==> src/rtl/phase_sequencer_pkg.sv <==
// Shared constants for the phase sequencer and its controller:
// phase numbering, sequencer state encoding and opcodes.
package phase_sequencer_pkg;

    localparam int unsigned PHASE_W = 3;
    localparam int unsigned STATE_W = 2;

    localparam logic [PHASE_W-1:0] INST_ADDR  = 3'd0;
    localparam logic [PHASE_W-1:0] INST_FETCH = 3'd1;
    localparam logic [PHASE_W-1:0] INST_LOAD  = 3'd2;
    localparam logic [PHASE_W-1:0] IDLE       = 3'd3;
    localparam logic [PHASE_W-1:0] OP_ADDR    = 3'd4;
    localparam logic [PHASE_W-1:0] OP_FETCH   = 3'd5;
    localparam logic [PHASE_W-1:0] ALU_OP     = 3'd6;
    localparam logic [PHASE_W-1:0] STORE      = 3'd7;

    typedef enum logic [STATE_W-1:0] {
        ST_RUN    = 2'd0,
        ST_STEP   = 2'd1,
        ST_HALTED = 2'd2
    } seq_state_t;

    localparam logic [2:0] OP_HLT = 3'd0;
    localparam logic [2:0] OP_SKZ = 3'd1;
    localparam logic [2:0] OP_ADD = 3'd2;
    localparam logic [2:0] OP_AND = 3'd3;
    localparam logic [2:0] OP_XOR = 3'd4;
    localparam logic [2:0] OP_LDA = 3'd5;
    localparam logic [2:0] OP_STO = 3'd6;
    localparam logic [2:0] OP_JMP = 3'd7;

endpackage

==> src/rtl/phase_sequencer_sat_counter.sv <==
// Enable-increment counter that sticks at its all-ones maximum.
module sat_counter #(
    parameter int unsigned CNT_W = 16
) (
    input  logic             i_clk,
    input  logic             i_rst_n,
    input  logic             i_en,
    output logic [CNT_W-1:0] o_count
);

    localparam logic [CNT_W-1:0] MAX_COUNT = '1;

    logic [CNT_W-1:0] r_count;

    always_ff @(posedge i_clk or negedge i_rst_n) begin
        if (!i_rst_n) begin
            r_count <= '0;
        end else if (i_en && (r_count != MAX_COUNT)) begin
            r_count <= r_count + CNT_W'(1);
        end
    end

    assign o_count = r_count;

endmodule

==> src/rtl/phase_sequencer.sv <==
// Eight-phase instruction sequencer with memory stalls, halt at the
// operand-address phase, single-step and a saturating retired count.
module phase_sequencer
    import phase_sequencer_pkg::*;
#(
    parameter int unsigned WIDTH = 3,
    parameter int unsigned CNT_W = 16
) (
    input  logic             clk,
    input  logic             rst,
    input  logic             halt,
    input  logic             mem_ready,
    input  logic             run_req,
    input  logic             step_req,
    output logic [WIDTH-1:0] phase,
    output logic             halted,
    output logic             instr_done,
    output logic [CNT_W-1:0] retired
);

    seq_state_t       r_state;
    logic [WIDTH-1:0] r_phase;
    logic             r_halted;
    logic             r_instr_done;

    logic w_running;
    logic w_stall;
    logic w_halt_take;
    logic w_resume;
    logic w_advance;
    logic w_wrap;

    assign w_running   = (r_state != ST_HALTED);
    assign w_stall     = ((r_phase == WIDTH'(INST_FETCH)) || (r_phase == WIDTH'(OP_FETCH)))
                         && !mem_ready;
    assign w_halt_take = w_running && (r_phase == WIDTH'(OP_ADDR)) && halt;
    assign w_resume    = !w_running && (run_req || step_req);
    assign w_advance   = (w_running && !w_halt_take && !w_stall) || w_resume;
    assign w_wrap      = w_advance && (r_phase == WIDTH'(STORE));

    // Halt wins over stall at phase 4; resume advances on the same edge it is seen.
    always_ff @(posedge clk or negedge rst) begin
        if (!rst) begin
            r_state      <= ST_RUN;
            r_phase      <= '0;
            r_halted     <= 1'b0;
            r_instr_done <= 1'b0;
        end else begin
            r_instr_done <= w_wrap;
            case (r_state)
                ST_HALTED: begin
                    if (run_req) begin
                        r_state  <= ST_RUN;
                        r_halted <= 1'b0;
                        r_phase  <= r_phase + WIDTH'(1);
                    end else if (step_req) begin
                        r_state  <= ST_STEP;
                        r_halted <= 1'b0;
                        r_phase  <= r_phase + WIDTH'(1);
                    end
                end
                default: begin
                    if (w_halt_take) begin
                        r_state  <= ST_HALTED;
                        r_halted <= 1'b1;
                        r_phase  <= WIDTH'(OP_FETCH);
                    end else if (!w_stall) begin
                        r_phase <= r_phase + WIDTH'(1);
                        if ((r_phase == WIDTH'(STORE)) && (r_state == ST_STEP)) begin
                            r_state  <= ST_HALTED;
                            r_halted <= 1'b1;
                        end
                    end
                end
            endcase
        end
    end

    sat_counter #(
        .CNT_W (CNT_W)
    ) u_retired (
        .i_clk   (clk),
        .i_rst_n (rst),
        .i_en    (w_wrap),
        .o_count (retired)
    );

    assign phase      = r_phase;
    assign halted     = r_halted;
    assign instr_done = r_instr_done;

endmodule

==> config.mk <==
export PLATFORM = sky130hd
export DESIGN_NAME = phase_sequencer
export DESIGN_NICKNAME = d
export VERILOG_FILES = /design/src/rtl/phase_sequencer_pkg.sv /design/src/rtl/phase_sequencer_sat_counter.sv /design/src/rtl/phase_sequencer.sv
export SDC_FILE = /design/constraint.sdc
export NUM_CORES = 1
export LEC_CHECK = 0
export CAP_MARGIN = 20
export CORE_MARGIN = 2
export CORE_UTILIZATION = 46
export CTS_BUF_LIST = sky130_fd_sc_hd__clkbuf_8
export CTS_CLUSTER_SIZE = 28
export DETAILED_ROUTE_END_ITERATION = 6
export PLACE_DENSITY_LB_ADDON = 0.25
export SKIP_CTS_REPAIR_TIMING = 1
export SYNTH_ARGS = -nofsm -noshare
export SYNTH_HDL_FRONTEND = slang
export SYNTH_SLANG_ARGS = --single-unit
==> constraint.sdc <==
create_clock -name clk -period 1.69 [get_ports clk]
set_clock_uncertainty 0.05 [all_clocks]
set_input_delay 0.338 -clock clk [delete_from_list [all_inputs] [get_ports clk]]
set_output_delay 0.338 -clock clk [all_outputs]
set_load 0.02 [all_outputs]
Yosys cells after proc, flatten, opt, wreduce, memory -nomap -nowiden
Index checks and enable logic that the tools add are counted.

word-level totals
  register bits after elaboration = 23
  input bits = 6
  output and inout bits = 21
  word-level logic and storage cells = 53

operators by class
  add/subtract/negate cells = 2
  equal/unequal tests = 10
  multiplexer cells = 17
  reductions and logical operators = 19

operators by type and width
  kind                     count
  $add A16 B1 Y16 const B  1
  $ne A16 B16 Y1 const B   1
  $mux W3                  5
  $mux W2                  6
  $eq A3 B3 Y1 const B     3
  $logic_and A1 B1 Y1      9
  $mux W1                  6
  $logic_not A1 Y1         4
  $add A3 B1 Y3 const B    1
  $eq A3 B1 Y1 const B     1
  $logic_or A1 B1 Y1       3
  $ne A3 B1 Y1 const B     1
  $ne A3 B3 Y1 const B     1
  $reduce_and A3 Y1        1
  $reduce_bool A3 Y1       1
  $eq A2 B1 Y1 const B     1
  $eq A2 B2 Y1 const B     1
  $ne A2 B2 Y1 const B     1
  $reduce_and A2 Y1        1

Logic depth before layout (Yosys ltp)
Gate-level depths: netlist (run 1).

  depth in word-level cells = 9
  mapped depth = 8
  depth with buffers taken out = 7

Modules after synthesis
A second synthesis (run 1) with hierarchy kept.

unflattened totals
  cell total of the unflattened synthesis = 110
  area total of the unflattened synthesis = 1249.9 sq um

modules (own cells, without submodules)
  module           times used  cells each  area each (sq um)  seq. area each (sq um)
  sat_counter      1           72          859.6              400.4
  phase_sequencer  1           38          390.4              150.1

Worst setup path after synthesis (run 1)
Ideal clock, no wire load.

  path kind = register to register
  start = register r_phase[0] (netlist: phase[0])
  end = register u_retired.r_count[5] (netlist: u_retired.o_count[5])
  setup time = 130 ps
  arrival time = 1754 ps
  required time = 1510 ps
  setup slack = -244 ps
  stages on the path, launching flop included = 9
  path buffers = 1
  clock period less this slack = 1934 ps
  path through = dfrtp_1 inv_1 ha_1 nand3_1 a32oi_4 nor3b_2 buf_6 nand4_2 xnor2_1

on the way
  word-level cells in the longest chain between the ends = 9
  elaborated cells between the ends (all ways) = 15
  those cells by class = 4 x eq/ne; 11 x reduce/logical

ends and longest elaborated chain
  item                               RTL line                           RTL
  start: declaration                 phase_sequencer.sv:22              logic [WIDTH-1:0] r_phase;
  start signal: assignment           phase_sequencer.sv:55              r_phase <= r_phase + WIDTH'(1);
  start signal: assignment           phase_sequencer.sv:59              r_phase <= r_phase + WIDTH'(1);
  start signal: assignment           phase_sequencer.sv:66              r_phase <= WIDTH'(OP_FETCH);
  $eq A3 B3 Y1                       phase_sequencer.sv:36              assign w_halt_take = w_running && (r_phase == WIDTH'(OP_ADDR)) && halt;
  $logic_and A1 B1 Y1 (2 in series)  phase_sequencer.sv:36
  $logic_not A1 Y1                   phase_sequencer.sv:38              assign w_advance = (w_running && !w_halt_take && !w_stall) || w_resume;
  $logic_and A1 B1 Y1 (2 in series)  phase_sequencer.sv:38
  $logic_or A1 B1 Y1                 phase_sequencer.sv:38
  $logic_and A1 B1 Y1 *              phase_sequencer.sv:39              assign w_wrap = w_advance && (r_phase == WIDTH'(STORE));
  $logic_and A1 B1 Y1 *              phase_sequencer_sat_counter.sv:18  end else if (i_en && (r_count != MAX_COUNT)) begin
  end signal: assignment             phase_sequencer_sat_counter.sv:19  r_count <= r_count + CNT_W'(1);
  end: declaration                   phase_sequencer_sat_counter.sv:13  logic [CNT_W-1:0] r_count;

Every way passes the cells marked *; elsewhere a longest branch is shown, timed or not.
A chain may end at the register's enable or synchronous reset.

Worst setup path in the final report (run 1)
  start = register r_phase[1] (netlist: phase[1])
  end = register u_retired.r_count[15] (netlist: u_retired.o_count[15])

Same word-level chain as after synthesis.

==> impl_results.md, run 1 <==
* Fin. Hold Viols at 0
* Die Wd at approximately 54 µm
* WP data required at 1.79 ns
* Final setup vio count at 15
* Worst-Skew Late Latency at roughly 0.27 ns
* CTS Buf Count at 3
* Clk slew on worst S/H paths at approximately 0.08 ns
* Fin util at about three quarters
* Place WS at -0.2520 ns
* Detail Placement HPWL at about 2000 µm
* Worst R2R Setup Slack at -0.05 ns
* Starting Density at a little under half
* Placed cells at 179
* Failing checks: setup timing
* Fin. max-slew vios at 0
* Vias at 958
* Post-route ant nets at 0
* PortBufs at 26
* Reg2Reg Depth at 8
* Worst setup SP type: flip-flop
* Setup TNS Final at -0.3112 ns
* Top-area cell type share of the netlist area at approximately 48%
* Largest net degree at the start of global routing at 23
* Area Overhead vs Synth at 60.50%
* GR Util All Layers at 20.65%
* Tmin final at 1.736 ns
* Max_slew headroom at about four fifths
* Final hold slack at around 0.36 ns
* DRC Markers at 0
* Leakage at between 1 and 1.5 nW
* P per Cell Area at 1483 nW/µm²
* Post-synth EDFFs at 0
* Die H at ~54 µm
* I/O pin count at 27
* Mean Syn Cell Area at ~12 µm²
* Synth Warn # at 0
* Drt wl/cell at ~14 µm
* Die area at 2901 µm²
* Peak VDD IR at 1.217 mV
* Core area at between 2000 and 2500 µm²
* Fmax at ~580 MHz
* Crit end category: flip-flop
* CTS Buffer Depth at 2
* First-pass GRT wire length at about 4200 µm
* Mapped Cells at 99
* Max-cap violations at 0
* Root Driver: clkbuf_8
* Final net count at about 170
* Post-synth top cells: dfrtp_1 (22), xnor2_1 (11), nand3_1 (7), nand4_1 (7)
* Synth top area cells: dfrtp_1 (48%), xnor2_1 (8.4%), ha_1 (5.5%)
* Most frequent cell after synthesis: dfrtp_1
* Syn Nets at 110
* CP Class: flip-flop to flip-flop
* CTS sink cnt at 22
* Rows at 18
* Initial DRC Count at 10
* Mapped cell area at about 1100 µm²
* Number of antenna violations at the first check in global routing at 0
* WP data arrival at about 1.8 ns
* Seq/Total Area, Yosys at between 40% and 50%
* RSZ-0062 raised after global routing: yes
* Vias in the first global route at 953
* TritonRoute pass-1 iters at 4
* Share of flip-flops with an asynchronous set or reset at 100.0%
* Share of cells above drive strength 1 at a little under two fifths
* #FFs+latches synth at 22
* CTS H-tree lvls at 1
* Worst r2r src: phase[1]$_DFFE_PN0P_
* Setup WS post-layout at -0.04614 ns
* CP Max Fanout at 3
* Via density at 5.151
* Library cells used by synthesis at 33
* Total wire length at 2665 µm
* Gr ovfl total at 0
* TritonCTS clock tree: done
* Synth area leader: dfrtp_1
* Top_reg_cell synth: dfrtp_1
* Placer Congestion at slightly below 0.9
* Outcome: complete, but fails checks
* Worst Hold Class: primary input to async pin
* ANT cells at 0
* R2r endpoint: u_retired.o_count[15]$_DFFE_PN0P_
* Worst-Margin Slew at between 0.3 and 0.4 ns
* Cell Count, Final, Fillers Out at 186
* Final Cycle Share at 102.7%
[worst max-delay path: stages (launching register included)]
cell and delay (ns):
dfrtp_2 0.41, inv_2 0.09, ha_4 0.15, nand3_4 0.09, a32oi_4 0.31, buf_4 0.17
nand3b_1 0.13, nor2_1 0.07, xor2_1 0.15
[through the flow]
stage          cell area (µm²)  total power [mW]
4_1_cts                   1744             2.672
3_5_place_dp              1673             2.167
3_3_place_gp              1673             2.109
6_report                  1836             2.722
5_1_grt                   1836             2.902
2_1_floorplan             1195             1.530
[registers in the layout (all words and copies together) (netlist names)]
signal,cells
instr_done,1
phase,3
r_state,2
u_retired.o_count,16
[final cells by class]
type	instances	area [µm²]
Tap cell	30	37.54
Clock inverter	1	30.03
Timing Repair Buffer	55	535.5
Multi-Input combinational cell	73	629.4
Inverter	2	7.507
Fill cell	150	574.3
Clock buffer	3	41.29
Sequential cell	22	554.3
[cells by family after synthesis]
kind of cell,synth area share (%)
mux,1.969
simple gates,22.54
flops,48.14
compound gates,8.424
fa+ha+maj,5.470
buf+inv,1.969
xor+xnor,11.49
[routing by layer]
metal / GRT usage, % / vias to the layer above / wire (µm)
met5: 0 / - / 0
met4: 11.11 / 0 / 30
met3: 4.167 / 4 / 109
met2: 35.37 / 21 / 1411
met1: 23.99 / 466 / 1113
li1: - / 467 / -
[cells in the final DEF, fill, tap and decap left out, drive strengths merged, types with 3 or more instances in the layout]
cell type and n:
and3 5, buf 29, clkbuf 3, clkdlybuf4s50 6, dfrtp 22, dlymetal6s2s 20, ha 5, nand2 3
nand2b 3, nand3 7, nand4 9, nor2 5, xnor2 11, xor2 4
[worst max path at each step]
| stage | start | cells after the start | endpoint |
|---|---|---|---|
| floorplan | phase[0]$_DFFE_PN0P_ | 8 | u_retired.o_count[5]$_DFFE_PN0P_ |
| global placement | run_req | 7 | u_retired.o_count[14]$_DFFE_PN0P_ |
| detailed placement | run_req | 7 | u_retired.o_count[14]$_DFFE_PN0P_ |
| CTS | phase[1]$_DFFE_PN0P_ | 8 | phase[0]$_DFFE_PN0P_ |
| global route | phase[0]$_DFFE_PN0P_ | 7 | u_retired.o_count[14]$_DFFE_PN0P_ |
| finish | phase[1]$_DFFE_PN0P_ | 8 | u_retired.o_count[15]$_DFFE_PN0P_ |
[where the power goes]
group          leakage [nW]  switching (mW)  total [mW]  internal [mW]
clock network        0.0357           0.174       0.490          0.316
logic                 0.776           0.664        1.45          0.790
registers             0.281           0.117       0.777          0.660
No activity file was read; power rests on OpenSTA's default activity.
==> inputs of run 2 (changes only) <==
CORE_UTILIZATION = 44   (was 46)
CTS_BUF_LIST = sky130_fd_sc_hd__clkbuf_4 sky130_fd_sc_hd__clkbuf_8 sky130_fd_sc_hd__clkbuf_16   (was sky130_fd_sc_hd__clkbuf_8)
CTS_CLUSTER_DIAMETER = 100   (was unset)
==> run 2 against run 1 <==
Against the previous run: the flow still finishes with violations (setup timing); final cell count is 1.6% higher; count of clock-buffer cells in the layout is 1 higher; utilization is 1.3 points higher; routed wire length is 21% higher; global-route usage is 0.94 points lower; first-iteration DRC count is 50% higher; register-to-register slack worse by 0.04 ns; sequential cell count stayed put; non-clock buffer count is 3 higher; critical path type unchanged.
==> impl_results.md, run 2 (same netlist as run 1, synthesis figures left out) <==
* Leakage at 1.133 nW
* GR Util All Layers at about a fifth
* Final net count at 171
* Outcome: complete, but fails checks
* Fin. max-slew vios at 0
* Largest stage delay on the critical path at 0.44 ns
* I/O pin count at 27
* Crit end category: flip-flop
* CTS sink cnt at 22
* Placed Area at 1673 µm²
* CP max-delay cell: dfrtp_2
* Tmin final at approximately 1.8 ns
* Failing checks: setup timing
* Max FFs per register at 16
* RSZ-0062 raised after global routing: yes
* Final Instance Area at roughly 1900 µm²
* PortBufs at 26
* Detail Placement HPWL at slightly above 2000 µm
* Cell Count, Final, Fillers Out at between 150 and 200
* Max-cap violations at 0
* ANT cells at 0
* CTS H-tree lvls at 1
* Commonest non-fill, non-tap cell in the layout: buf_4
* Final hold slack at between 0.2 and 0.3 ns
* Setup WS post-layout at -0.09045 ns
* Max_slew headroom at between 60% and 70%
* Total wire length at about 3200 µm
* Worst Hold Class: primary input to async pin
* Initial DRC Count at 15
* CTS Buffer Depth at 2
* Clk slew on worst S/H paths at roughly 0.13 ns
* Worst-Margin Slew at slightly above 0.5 ns
* Final setup vio count at 15
* TritonCTS clock tree: done
* Gr ovfl total at 0
* Die Wd at 54.98 µm
* Core area at around 2500 µm²
* First-pass GRT wire length at approximately 4200 µm
* CP Max Fanout at 6
* Placed cells at 179
* Area Overhead vs Synth at 67.83%
* Tot Pwr at 2.702 mW
* Multi-input combinational cell area at between 700 and 800 µm²
* P per Cell Area at 1408 nW/µm²
* CP Class: flip-flop to flip-flop
* WP data arrival at slightly below 2 ns
* R2r endpoint: u_retired.o_count[1]$_DFFE_PN0P_
* Worst R2R Setup Slack at -0.09 ns
* Final Cycle Share at 105.4%
* Worst r2r src: phase[0]$_DFFE_PN0P_
* CTS Buf Count at 3
* Fin. Hold Viols at 0
* TritonRoute pass-1 iters at 4
* FILL cells at 166
* Drt wl/cell at around 17 µm
* Placer Congestion at roughly 0.84
* FF/Latch Area at between 500 and 600 µm²
* Commonest cells after routing, fill and taps aside: buf_4 (29), dlymetal6s2s_1 (20), dfrtp_1 (18)
* Crit-path cells: inv_2 > ha_4 > nand3_4 > a32oi_4 > nor3b_4 > buf_6 > mux2_4
* WP data required at ~1.9 ns
* Share of cells above drive strength 1 at ~44%
* Root Driver: clkbuf_4
* Fin util at 77.47%
* Fmax at 561.7 MHz
* Die area at between 3000 and 4000 µm²
* Reg2Reg Depth at 7
* DRC Markers at 0
* Worst setup SP type: flip-flop
* Rows at 18
* Starting Density at a little under half
* Peak VDD IR at just over 1 mV
* Worst-Skew Late Latency at ~0.33 ns
* Die H at 54.98 µm
* Vias in the first global route at a little under 1,000
* Via density at around 5.3
* Crit. Startpoint: phase[0]$_DFFE_PN0P_
* Largest net degree at the start of global routing at 23
* Post-route ant nets at 0
* Vias at around 1,000
* Number of antenna violations at the first check in global routing at 0
run 2: cell types whose count changed in the layout (fill, tap and decap cells not counted), sizes merged:
cell,before,now
buf,29,32
bufinv,1,0
clkbuf,3,4
run 2: where the power goes:
| group | internal, mW | leakage (nW) | switching, mW | total (mW) |
|---|---|---|---|---|
| combinational | 0.846 | 0.831 | 0.739 | 1.59 |
| sequential | 0.662 | 0.280 | 0.146 | 0.808 |
| clock | 0.132 | 0.0210 | 0.177 | 0.309 |
| total | 1.64 | 1.13 | 1.06 | 2.70 |
run 2: worst max path at each step:
stage,slack (ns),cells after the start,to
after global placement,-0.23,6,u_retired.o_count[1]$_DFFE_PN0P_
after detailed placement,-0.25,6,u_retired.o_count[1]$_DFFE_PN0P_
after global routing,-0.17,8,u_retired.o_count[10]$_DFFE_PN0P_
after floorplan,-0.02,8,u_retired.o_count[5]$_DFFE_PN0P_
after CTS,-0.23,1,halted
final,-0.09,7,u_retired.o_count[1]$_DFFE_PN0P_
run 2: layout make-up:
cell class              count  share of cell area [%]
clock buffers               4                   1.890
multi-input cells          73                   37.42
well taps                  30                   1.956
repair buffers             58                   29.27
inverters                   2                  0.5215
flip-flops and latches     22                   28.94
run 2: layer usage:
layer	track usage, %	up-vias	wire [µm]
li1	-	477	-
met1	23.18	499	1406
met2	35.71	19	1676
met3	2.688	5	83
met4	8.130	0	51
met5	0	-	0
run 2: critical path: cells and delay by family, from the launching register on:
kind | cells | cell delay [ns]
mux | 1 | 0.30
compound gates | 1 | 0.12
fa+ha+maj | 1 | 0.16
flops | 1 | 0.44
simple gates | 2 | 0.35
buf+inv | 2 | 0.25
run 2: per-stage QoR:
step / setup TNS [ns] / setup WS, ns
after floorplan: -0.06153 / -0.02339
after global placement: -2.921 / -0.2270
after detailed placement: -3.349 / -0.2477
after CTS: -2.427 / -0.2270
after global routing: -1.872 / -0.1667
final: -0.4945 / -0.09045
==> inputs of run 3 (changes only) <==
ABC_AREA = 0   (was unset)
==> results of run 3 <==
Same layout as run 2: the final DEF is identical, and so are final timing and power.
